### config.mk
export PLATFORM = sky130hd
export DESIGN_NAME = serial_digit_adder
export DESIGN_NICKNAME = d
export VERILOG_FILES = /design/src/rtl/serial_digit_adder_pkg.sv /design/src/rtl/serial_digit_adder_digit_adder.sv /design/src/rtl/serial_digit_adder.sv
export SDC_FILE = /design/constraint.sdc
export NUM_CORES = 1
export LEC_CHECK = 0
export CAP_MARGIN = 5
export CORE_UTILIZATION = 35
export DETAILED_ROUTE_END_ITERATION = 16
export GPL_TIMING_DRIVEN = 0
export PLACE_DENSITY_LB_ADDON = 0.08
export SYNTH_ARGS = -nofsm -noshare
export SYNTH_HDL_FRONTEND = slang
export SYNTH_SLANG_ARGS = --single-unit
### constraint.sdc
create_clock -name clk -period 3.9 [get_ports clk]
set_input_delay 0.39 -clock clk [delete_from_list [all_inputs] [get_ports clk]]
set_output_delay 0.39 -clock clk [all_outputs]
set_load 0.01 [all_outputs]
### src/rtl/serial_digit_adder_pkg.sv
// Shared state encoding, default geometry and step-count helper for the digit-serial adder.
package serial_digit_adder_pkg;

    localparam int unsigned WIDTH_DEFAULT = 16;
    localparam int unsigned DIGIT_DEFAULT = 4;

    typedef enum logic [1:0] {
        ST_IDLE = 2'd0,
        ST_RUN  = 2'd1,
        ST_DONE = 2'd2
    } state_e;

    // Number of digit steps needed to cover a full operand.
    function automatic int unsigned num_steps(input int unsigned width, input int unsigned digit);
        return width / digit;
    endfunction

endpackage

### src/rtl/serial_digit_adder_digit_adder.sv
// Combinational DIGIT-bit ripple-carry slice; c_msb is the carry into the top bit for overflow.
module digit_adder #(
    parameter int unsigned DIGIT = 4
) (
    input  logic [DIGIT-1:0] x,
    input  logic [DIGIT-1:0] y,
    input  logic             ci,
    output logic [DIGIT-1:0] s,
    output logic             co,
    output logic             c_msb
);

    always_comb begin
        logic carry;
        carry = ci;
        s     = '0;
        c_msb = ci;
        for (int i = 0; i < int'(DIGIT); i++) begin
            if (i == int'(DIGIT) - 1) begin
                c_msb = carry;
            end
            s[i]  = x[i] ^ y[i] ^ carry;
            carry = (x[i] & y[i]) | (carry & (x[i] ^ y[i]));
        end
        co = carry;
    end

endmodule

### src/rtl/serial_digit_adder.sv
// Digit-serial add/subtract unit: WIDTH-bit operands consumed DIGIT bits per cycle
// through a registered carry, with a start/busy/done handshake.
module serial_digit_adder
    import serial_digit_adder_pkg::*;
#(
    parameter int unsigned WIDTH = WIDTH_DEFAULT,
    parameter int unsigned DIGIT = DIGIT_DEFAULT
) (
    input  logic             clk,
    input  logic             rst,
    input  logic             start,
    input  logic             sub,
    input  logic [WIDTH-1:0] a,
    input  logic [WIDTH-1:0] b,
    input  logic             cin,
    output logic             busy,
    output logic             done,
    output logic [WIDTH-1:0] sum,
    output logic             cout,
    output logic             overflow
);

    localparam int unsigned N     = num_steps(WIDTH, DIGIT);
    localparam int unsigned CNT_W = $clog2(N) + 1;

    state_e           state_q, state_d;
    logic [WIDTH-1:0] a_sh_q, a_sh_d;
    logic [WIDTH-1:0] b_sh_q, b_sh_d;
    logic [WIDTH-1:0] acc_q, acc_d;
    logic [WIDTH-1:0] sum_q, sum_d;
    logic [CNT_W-1:0] cnt_q, cnt_d;
    logic             carry_q, carry_d;
    logic             cout_q, cout_d;
    logic             ovf_q, ovf_d;
    logic             busy_q, busy_d;
    logic             done_q, done_d;

    logic [DIGIT-1:0] dig_s_c;
    logic             dig_co_c;
    logic             dig_cmsb_c;
    logic [WIDTH-1:0] acc_step_c;
    logic             last_step_c;
    logic             accept_c;

    digit_adder #(.DIGIT(DIGIT)) u_digit_adder (
        .x     (a_sh_q[DIGIT-1:0]),
        .y     (b_sh_q[DIGIT-1:0]),
        .ci    (carry_q),
        .s     (dig_s_c),
        .co    (dig_co_c),
        .c_msb (dig_cmsb_c)
    );

    // New digit enters at the top so the LSB digit ends up at bit 0 after N steps.
    assign acc_step_c  = (acc_q >> DIGIT) | (WIDTH'(dig_s_c) << (WIDTH - DIGIT));
    assign last_step_c = (cnt_q == CNT_W'(N - 1));
    assign accept_c    = start && ((state_q == ST_IDLE) || (state_q == ST_DONE));

    always_comb begin
        state_d = state_q;
        a_sh_d  = a_sh_q;
        b_sh_d  = b_sh_q;
        acc_d   = acc_q;
        sum_d   = sum_q;
        cnt_d   = cnt_q;
        carry_d = carry_q;
        cout_d  = cout_q;
        ovf_d   = ovf_q;

        unique case (state_q)
            ST_IDLE: ;
            ST_RUN: begin
                a_sh_d  = a_sh_q >> DIGIT;
                b_sh_d  = b_sh_q >> DIGIT;
                acc_d   = acc_step_c;
                carry_d = dig_co_c;
                cnt_d   = cnt_q + CNT_W'(1);
                if (last_step_c) begin
                    state_d = ST_DONE;
                    sum_d   = acc_step_c;
                    cout_d  = dig_co_c;
                    ovf_d   = dig_co_c ^ dig_cmsb_c;
                end
            end
            ST_DONE: state_d = ST_IDLE;
            default: state_d = ST_IDLE;
        endcase

        // Subtraction is a + ~b + 1: invert B on load and force the initial carry.
        if (accept_c) begin
            state_d = ST_RUN;
            a_sh_d  = a;
            b_sh_d  = sub ? ~b : b;
            carry_d = sub ? 1'b1 : cin;
            cnt_d   = '0;
            acc_d   = '0;
        end

        busy_d = (state_d == ST_RUN);
        done_d = (state_d == ST_DONE);
    end

    always_ff @(posedge clk) begin
        if (rst) begin
            state_q <= ST_IDLE;
            a_sh_q  <= '0;
            b_sh_q  <= '0;
            acc_q   <= '0;
            sum_q   <= '0;
            cnt_q   <= '0;
            carry_q <= 1'b0;
            cout_q  <= 1'b0;
            ovf_q   <= 1'b0;
            busy_q  <= 1'b0;
            done_q  <= 1'b0;
        end else begin
            state_q <= state_d;
            a_sh_q  <= a_sh_d;
            b_sh_q  <= b_sh_d;
            acc_q   <= acc_d;
            sum_q   <= sum_d;
            cnt_q   <= cnt_d;
            carry_q <= carry_d;
            cout_q  <= cout_d;
            ovf_q   <= ovf_d;
            busy_q  <= busy_d;
            done_q  <= done_d;
        end
    end

    assign busy     = busy_q;
    assign done     = done_q;
    assign sum      = sum_q;
    assign cout     = cout_q;
    assign overflow = ovf_q;

endmodule

==> summary.md <==
| Metric | Value |
|---|---|
| Nets@finish | 441 |
| Max H-tree Level | 3 |
| Most common cell after layout, fill and taps aside | dfxtp_1 |
| Area grow syn2layout | 29.1% |
| ANT nets after route | 0 |
| Max-Cap Viols | 0 |
| Final Skew | 5.79 ps |
| Initial drt markers | 96 |
| Via Count | 2435 |
| Detailed Route WL | 7.26 mm |
| Die area | around 0.009 mm² |
| CP Class | reg -> reg |
| Hold Fails Final Rpt | 0 |
| Peak VDD IR | 0.142 mV |
| Routability Congestion | roughly 0.77 |
| Core Rows | 33 |
| CP required | 4160 ps |
| Initial antenna violation count | 0 |
| Pin count of the biggest net entering global routing | 12 |
| Fill count | approximately 840 |
| CTS Hold Buffers Added | 0 |
| Buf+Inv Stages, Crit Path | 3 |
| Setup TNS | 0 ps |
| Pwr/cell area | ~410 mW/mm² |
| Seq/Total Area, Yosys | between 40% and 50% |
| WP data arrival | about 2500 ps |
| CP startpoint kind | register |
| LEAKAGE | 1.38 nW |
| Setup WS pre-CTS | 1660 ps |
| Vias in the first global route | 2386 |
| RSZ-0062 raised after global routing | false |
| CP endpoint kind | register |
| Fin crit share | 57.1% |
| Status | complete, no violations |
| Detailed placement HPWL | about 5.3 mm |
| DRT Pass-1 Iters | 4 |
| Max clock buf depth | 2 |
| Residual DRC | 0 |
| Mean Syn Cell Area | 9.04 µm² |
| Tmin final | 2230 ps |
| Worst skew pair latency | 340 ps |
| Total track usage | 18.3% |
| Slowest library cell on the worst path | fa_1 |
| Commonest non-fill, non-tap cells in the layout | dfxtp_1, nand2_1, clkdlybuf4s50_1 |
| Post-synthesis cell area | 0.00300 mm² |
| Worst Path Max Fanout | 2 |
| Post-synthesis register bit count | 70 |
| CTS tree | done |
| Sequential Area | 0.00140 mm² |
| Worst path cell trace | fa_1 -> inv_1 -> fa_1 -> inv_1 -> fa_1 -> inv_1 -> fa_1 -> a211oi_1 |
| Final Setup Violations | 0 |
| Die X | 94.6 µm |
| I/O Pins | between 50 and 60 |
| Overflow after GRT | 0 |
| Worst-margin pin slew | 655 ps |
| Peak Freq | 449 MHz |
| Number of diodes | 0 |
| Main flop type after synthesis | dfxtp_1 |
| Multi-input logic area | 0.00138 mm² |
| Net count after synthesis | roughly 380 |
| IO buf count | 55 |
| CP top delay family | adder cells |
| Worst slew margin | 56.3% |
| Share of cells above drive strength 1 | 13.6% |
| Async set-or-reset flop fraction in the synthesized netlist | 0% |
| EDFF count, synth | 0 |
| Hold WC Path Type | reg -> reg |
| CTS clk-pin slew, worst paths | 70 ps |
| Clk root buf | clkbuf_8 |
| Via/cell ratio | approximately 4.8 |
| Initial cell density of the core | 36.3% |
| Die Y-Extent | between 90 and 100 µm |
| Final Slew Violations | 0 |
| CORE AREA | 0.00826 mm² |
| Worst Slack Setup Final | 1670 ps |
| First-pass GRT wire length | approximately 12 mm |
| CP max stage delay | 450 ps |
| Distinct cell type count after synthesis | 31 |
| CTS buffer count | 9 |
| Most frequent CP cell | fa_1 |
| CTS sink cnt | 70 |
| Post-CTS Resized | 0 |
| Cells after Synth | 332 |
| Routed wire per std cell | 14.3 µm |
| Synth warnings | 0 |
| Post-CTS Setup Inserts | 0 |
layout make-up:
| type | instances | area share (%) |
|---|---|---|
| Buffer | 29 | 5.00 |
| Clock inverter | 3 | 1.13 |
| Timing Repair Buffer | 55 | 14.2 |
| Multi-Input combinational cell | 225 | 35.5 |
| Sequential cell | 70 | 36.2 |
| Clock buffer | 13 | 3.84 |
| Tap cell | 105 | 3.39 |
| Inverter | 8 | 0.775 |
worst register-to-register path, delay by kind of cell (launching register included):
family                   cells  cell delay, ps
adder cells (fa/ha/maj)      4            1400
flip-flops                   1             330
AO/OA/AOI/OAI                1             210
buffers and inverters        3             200
synth_stat cells (6+ instances only):
cell type	instances	share of area, %
nor3_2	14	4.7
buf_2	8	1.3
nand2_1	64	8.0
nand3_1	14	2.3
a311oi_1	6	1.8
a22oi_1	9	2.3
buf_4	12	3.0
inv_1	8	1.0
nor2_1	16	2.0
o22ai_1	11	2.3
dfxtp_1	70	47
a21oi_1	40	6.7
nor3_1	8	1.3
xor2_1	16	4.7
routing by layer:
metal | part of all wire, % | GRT usage (%) | up-vias
li1 | - | - | 1266
met1 | 49 | 23.9 | 1099
met2 | 45 | 29.8 | 59
met3 | 4.1 | 3.14 | 11
met4 | 1.8 | 7.58 | 0
met5 | 0 | 0 | -
path summary, 6_finish.rpt:
check / from / end / slack (ps) / depth (start not counted)
setup / recovery: a_sh_q[0] / sum[15] / 1670 / 8
hold / removal: sum[0] / sum[0] / 450 / 2
setup reg to reg: a_sh_q[0] / sum[15] / 1670 / 8
hold reg to reg: sum[0] / sum[0] / 450 / 2
flip-flops by register name (all words and copies together), names as in the netlist:
name,count
a_sh_q,16
b_sh_q,16
sum,16
acc_q,12
cnt_q,3
state_q,2
busy,1
carry_q,1
cout,1
done,1
overflow,1
power by group:
part	switching, mW	internal (mW)
combinational	0.127	0.113
sequential	0.0217	0.750
clock	0.267	0.314
total	0.416	1.18
stage by stage:
stage	util (%)	area (µm²)	hold slack (ps)	instances	power, mW
after global placement	44.6	3680	444	492	1.03
after detailed placement	44.6	3680	447	492	1.03
after CTS	46.9	3870	457	508	1.61
after floorplan	-	3000	432	332	0.940
after global routing	46.9	3870	471	508	1.67
final	46.9	3870	453	508	1.59
cell families (layout without fill, tap and decap cells):
kind of cell    count (synthesis)  in the layout  synth area share, %
buf+inv                        37            108                 7.46
flops                          70             70                 46.7
xor+xnor                       18             18                 5.25
mux                             4              4                 1.33
fa+ha+maj                       6              6                 3.50
simple gates                  123            123                 20.2
compound gates                 74             74                 15.5
(Power assumes the default switching activity.)
